===== config.mk =====
export PLATFORM = sky130hd
export DESIGN_NAME = popcount_select_32bit
export DESIGN_NICKNAME = d
export VERILOG_FILES = /design/src/rtl/popcount_select_32bit_pkg.sv /design/src/rtl/popcount_select_32bit_lane.sv /design/src/rtl/popcount_select_32bit.sv
export SDC_FILE = /design/constraint.sdc
export NUM_CORES = 1
export LEC_CHECK = 0
export ABC_AREA = 1
export CAP_MARGIN = 20
export CORE_MARGIN = 4
export CORE_UTILIZATION = 40
export CTS_BUF_LIST = sky130_fd_sc_hd__clkbuf_16
export DETAILED_ROUTE_END_ITERATION = 10
export GPL_ROUTABILITY_DRIVEN = 0
export PLACE_DENSITY = 0.7
export SYNTH_ARGS = -nofsm -noshare
export SYNTH_HDL_FRONTEND = slang
export SYNTH_SLANG_ARGS = --single-unit

===== constraint.sdc =====
create_clock -name clk -period 6.7 [get_ports clk]
set_clock_uncertainty 0.1 [all_clocks]
set_input_delay 0.67 -clock clk [delete_from_list [all_inputs] [get_ports clk]]
set_output_delay 0.67 -clock clk [all_outputs]
set_load 0.02 [all_outputs]

===== src/rtl/popcount_select_32bit_pkg.sv =====
// Shared constants and FSM encoding for the 32-bit select (k-th set bit) unit.
package popcount_select_32bit_pkg;
    localparam int WIDTH  = 32;
    localparam int LANE   = 8;
    localparam int NLANES = WIDTH / LANE;
    localparam int IDXW   = 5;
    localparam int KW     = 6;

    typedef enum logic [1:0] {
        IDLE = 2'd0,
        SCAN = 2'd1,
        DONE = 2'd2
    } state_t;
endpackage


===== src/rtl/popcount_select_32bit_lane.sv =====
// One scan lane: popcount of the lane bits plus the offset of the rank-th set bit.
module lane_select8
    import popcount_select_32bit_pkg::*;
#(
    parameter int LW = LANE,
    parameter int RW = KW
) (
    input  logic [LW-1:0]           bits,
    input  logic [RW-1:0]           rank,
    output logic [$clog2(LW+1)-1:0] cnt,
    output logic [$clog2(LW)-1:0]   offset,
    output logic                    hit
);
    localparam int CW = $clog2(LW + 1);
    localparam int OW = $clog2(LW);

    logic [RW-1:0] pre;

    // Running prefix count; only the bit that brings the prefix up to rank matches.
    always_comb begin
        pre    = '0;
        offset = '0;
        for (int i = 0; i < LW; i++) begin
            if (bits[i]) begin
                pre = pre + 1'b1;
                if (pre == rank) offset = OW'(i);
            end
        end
        cnt = CW'(pre);
        hit = (rank != '0) && (rank <= pre);
    end
endmodule


===== src/rtl/popcount_select_32bit.sv =====
// Select unit: index of the k-th set bit (1-based, from bit 0), one lane per cycle.
module popcount_select_32bit #(
    parameter int WIDTH = popcount_select_32bit_pkg::WIDTH,
    parameter int LANE  = popcount_select_32bit_pkg::LANE,
    parameter int IDXW  = popcount_select_32bit_pkg::IDXW,
    parameter int KW    = popcount_select_32bit_pkg::KW
) (
    input  logic             clk,
    input  logic             rst,
    input  logic             enable,
    input  logic             in_valid,
    output logic             in_ready,
    input  logic [WIDTH-1:0] s_in,
    input  logic [KW-1:0]    k_in,
    output logic             out_valid,
    input  logic             out_ready,
    output logic [IDXW-1:0]  idx_out,
    output logic             found_out,
    output logic [KW-1:0]    cnt_out
);
    import popcount_select_32bit_pkg::state_t;
    import popcount_select_32bit_pkg::IDLE;
    import popcount_select_32bit_pkg::SCAN;
    import popcount_select_32bit_pkg::DONE;

    localparam int NLANES = WIDTH / LANE;
    localparam int LNW    = (NLANES > 1) ? $clog2(NLANES) : 1;
    localparam int CW     = $clog2(LANE + 1);
    localparam int OW     = $clog2(LANE);

    state_t           state, state_nxt;
    logic [WIDTH-1:0] word;
    logic [KW-1:0]    rem, acc;
    logic [LNW-1:0]   lane;

    logic [LANE-1:0]  lane_bits;
    logic [CW-1:0]    lane_cnt;
    logic [OW-1:0]    lane_off;
    logic             lane_hit;
    logic             last_lane;
    logic [IDXW-1:0]  hit_idx;
    logic [KW-1:0]    acc_sum;

    assign lane_bits = word[int'(lane)*LANE +: LANE];
    assign last_lane = (lane == LNW'(NLANES - 1));
    assign hit_idx   = IDXW'(int'(lane) * LANE + int'(lane_off));
    assign acc_sum   = acc + KW'(lane_cnt);

    lane_select8 #(.LW(LANE), .RW(KW)) u_lane (
        .bits   (lane_bits),
        .rank   (rem),
        .cnt    (lane_cnt),
        .offset (lane_off),
        .hit    (lane_hit)
    );

    assign in_ready  = enable && (state == IDLE);
    assign out_valid = (state == DONE);

    always_comb begin
        state_nxt = state;
        case (state)
            IDLE: if (in_valid) state_nxt = (k_in == '0) ? DONE : SCAN;
            SCAN: if (lane_hit || last_lane) state_nxt = DONE;
            DONE: if (out_ready) state_nxt = IDLE;
            default: state_nxt = IDLE;
        endcase
    end

    // All state advances only under enable, so a low enable freezes the unit mid-flight.
    always_ff @(posedge clk) begin
        if (rst) begin
            state     <= IDLE;
            word      <= '0;
            rem       <= '0;
            acc       <= '0;
            lane      <= '0;
            idx_out   <= '0;
            found_out <= 1'b0;
            cnt_out   <= '0;
        end else if (enable) begin
            state <= state_nxt;
            case (state)
                IDLE: if (in_valid) begin
                    word      <= s_in;
                    rem       <= k_in;
                    acc       <= '0;
                    lane      <= '0;
                    idx_out   <= '0;
                    found_out <= 1'b0;
                    cnt_out   <= '0;
                end
                SCAN: begin
                    if (lane_hit) begin
                        idx_out   <= hit_idx;
                        found_out <= 1'b1;
                        cnt_out   <= acc_sum;
                    end else begin
                        rem  <= rem - KW'(lane_cnt);
                        acc  <= acc_sum;
                        lane <= lane + 1'b1;
                        if (last_lane) begin
                            idx_out   <= '0;
                            found_out <= 1'b0;
                            cnt_out   <= acc_sum;
                        end
                    end
                end
                default: ;
            endcase
        end
    end
endmodule


==> out/metrics.yaml <==
place_hpwl_um: 8180
cts_buffers: 9
leakagePower_nw: 2.32
synth_cells: 639
yosysSeqAreaShare: 0.288
placed_cells: 819
syn-num-nets: 702
htreeDepth: 3
cp-end-kind: "flop"
cts.sinks: 60
synth_edf_count: 0
coreArea_sq_mm: 0.0102
antenna_found_initial: 0
cts_root_buffer: "clkbuf_16"
vdd_ir_drop_max_uv: 204
required_ns: 6.79
drive_gt1_frac: 0.121
syn_area_per_cell_sq_um: 6.53
use_met3: 0.0250
fin_nets: 763
insertion_delay_ns: 0.32
io_pins: 57
antenna_left: 0
grt_start_max_net_pins: 51
relSlewSlack: 0.358
slew_viol_final: 0
cts.clk_slew.worst_paths_ns: 0.05
yosysWarnings: 0
grt_use_total: 0.186
status: "finished clean"
fp.dieW_um: 110
power.density_mw_per_mm2: 300
grt_use_met1: 0.244
cp_slowest_cell: "dfxtp_2"
fin_util: 0.518
grt.busiest_layer: "met2"
synth_area_sq_mm: 0.00417
crit_path_start: "lane[0]"
yosys.area.top_type: "dfxtp_1"
grt_overflow_total: 0
drt_iter0_markers: 170
diodes: 0
synth_top_area_frac: 0.288
drt-total-wl_um: 10900
async_flop_share: 0
synth.distinct_cells: 43
cp.arrival_ns: 6.18
finalCritPeriodShare: 0.910
instances_no_fill: 841
synthTopCellsByArea: "dfxtp_1 (29%), nand2_1 (11%), nor2_1 (10%)"
crit_path_start_kind: "flop"
place_worst_setup_slack_ns: -0.0133
drc: 0
critPathKind: "flop to flop"
synthTopCellsByCount: "nand2_1 (122), nor2_1 (114), o21ai_0 (67)"
hold_start: "idx_out[4]"
use_met2: 0.303
fillers: 943
via_per_inst: 5.08
syn_to_final_growth_pct: 27.1
grt_pass1_vias: 4024
reg2reg_slack_ns: 0.60
worst_slew_pin_slew_ns: 0.962
cts_tree: "done"
drv_cap: 0
die_area_sq_mm: 0.0121
synthFlopType: "dfxtp_1"
period_minus_slack_ns: 6.10
wl_per_cell_um: 12.9
dr.pass1.iters: 5
grt_pass1_wl_um: 18100
port_buffers: 56
die_h_um: 110
start_util: 0.408
critPathMaxFanout: 6
max_freq_mhz: 164
setup_ws_ns: 0.605
cts.path.max_buffers: 2
ys_ff_latch: 60
r2r_start: "lane[0]"
fin_setup_tns_ns: 0
rows: 37
post-synth-top-count-cell: "nand2_1"
hold_class: "flop to flop"
vias: 4275
rsz0062_at_grt: "true"
finalSetupViolations: 0
slowest_delay_ns: 0.42
hold_violations: 0
worst_path_most_repeated_cell: "inv_1"
[sequential cells by signal, indices dropped and copies added, names as in the netlist]
signal / count
acc: 6
cnt_out: 6
found_out: 1
idx_out: 5
lane: 2
rem: 6
state: 2
word: 32
[through the flow]
step / cell area [sq um] / hold WS (ns) / total power, W
floorplan: 4170 / 0.355 / 0.000901
global placement: 4850 / 0.360 / 0.00105
detailed placement: 4850 / 0.356 / 0.00107
CTS: 5200 / 0.372 / 0.00157
global route: 5300 / 0.396 / 0.00171
finish: 5300 / 0.375 / 0.00159
[layout make-up]
cell class	count	area [sq um]	share of cell area
flip-flops and latches	60	1200	0.227
clock buffers	9	225	0.0425
multi-input cells	492	2640	0.498
well taps	136	170	0.0321
clock inverters	7	91.3	0.0172
inverters	65	260	0.0491
repair buffers	72	713	0.134
[per-layer routing]
metal,vias to the layer above,part of all wire
met4,0,0.023
met5,-,0
met3,20,0.041
met1,1947,0.47
li1,2207,-
met2,101,0.47
[cell usage in the layout (no fill, tap or decap), types with 10 or more instances in the layout]
| cell type | count |
|---|---|
| dfxtp_1 | 59 |
| xor2_1 | 10 |
| nor2_1 | 114 |
| inv_1 | 61 |
| nand2_1 | 122 |
| buf_4 | 14 |
| o21ai_0 | 59 |
| nand2_2 | 12 |
| a21oi_1 | 32 |
| ha_1 | 17 |
| nand3_1 | 56 |
| clkdlybuf4s50_1 | 56 |
[worst max-delay path, delay by kind of cell, from the launching register on]
kind	cells	cell delay [ns]
buffers and inverters	9	0.75
adder cells (fa/ha/maj)	7	2.09
AO/OA/AOI/OAI	8	1.39
flip-flops	1	0.42
AND/OR/NAND/NOR	11	1.21
[where the power goes]
group	internal, W	switching, W
Sequential	0.000401	0.0000392
Combinational	0.000270	0.000395
Clock	0.000324	0.000162
Total	0.000994	0.000597
[path summary, 6_finish.rpt]
check | to | cells past startpoint
hold reg to reg | idx_out[4] | 2
setup / recovery | rem[5] | 35
hold / removal | idx_out[4] | 2
setup reg to reg | rem[5] | 35
[cells by family after synthesis]
| group | after synthesis | share of synthesized area |
|---|---|---|
| AND/OR/NAND/NOR | 334 | 0.357 |
| AO/OA/AOI/OAI | 121 | 0.160 |
| buffers and inverters | 87 | 0.0912 |
| flip-flops | 60 | 0.288 |
| adder cells (fa/ha/maj) | 20 | 0.0636 |
| XOR/XNOR | 16 | 0.0399 |
| other | 1 | 0.000899 |
[timing repair]
| action | CTS | global route |
|---|---|---|
| gates resized for setup | 2 | 19 |
| pin swaps | 0 | 1 |
| setup endpoints to repair | 5 | 28 |
| setup buffers | 2 | 3 |
| hold buffers | 0 | 0 |
Power figures use the tool's default switching activity.
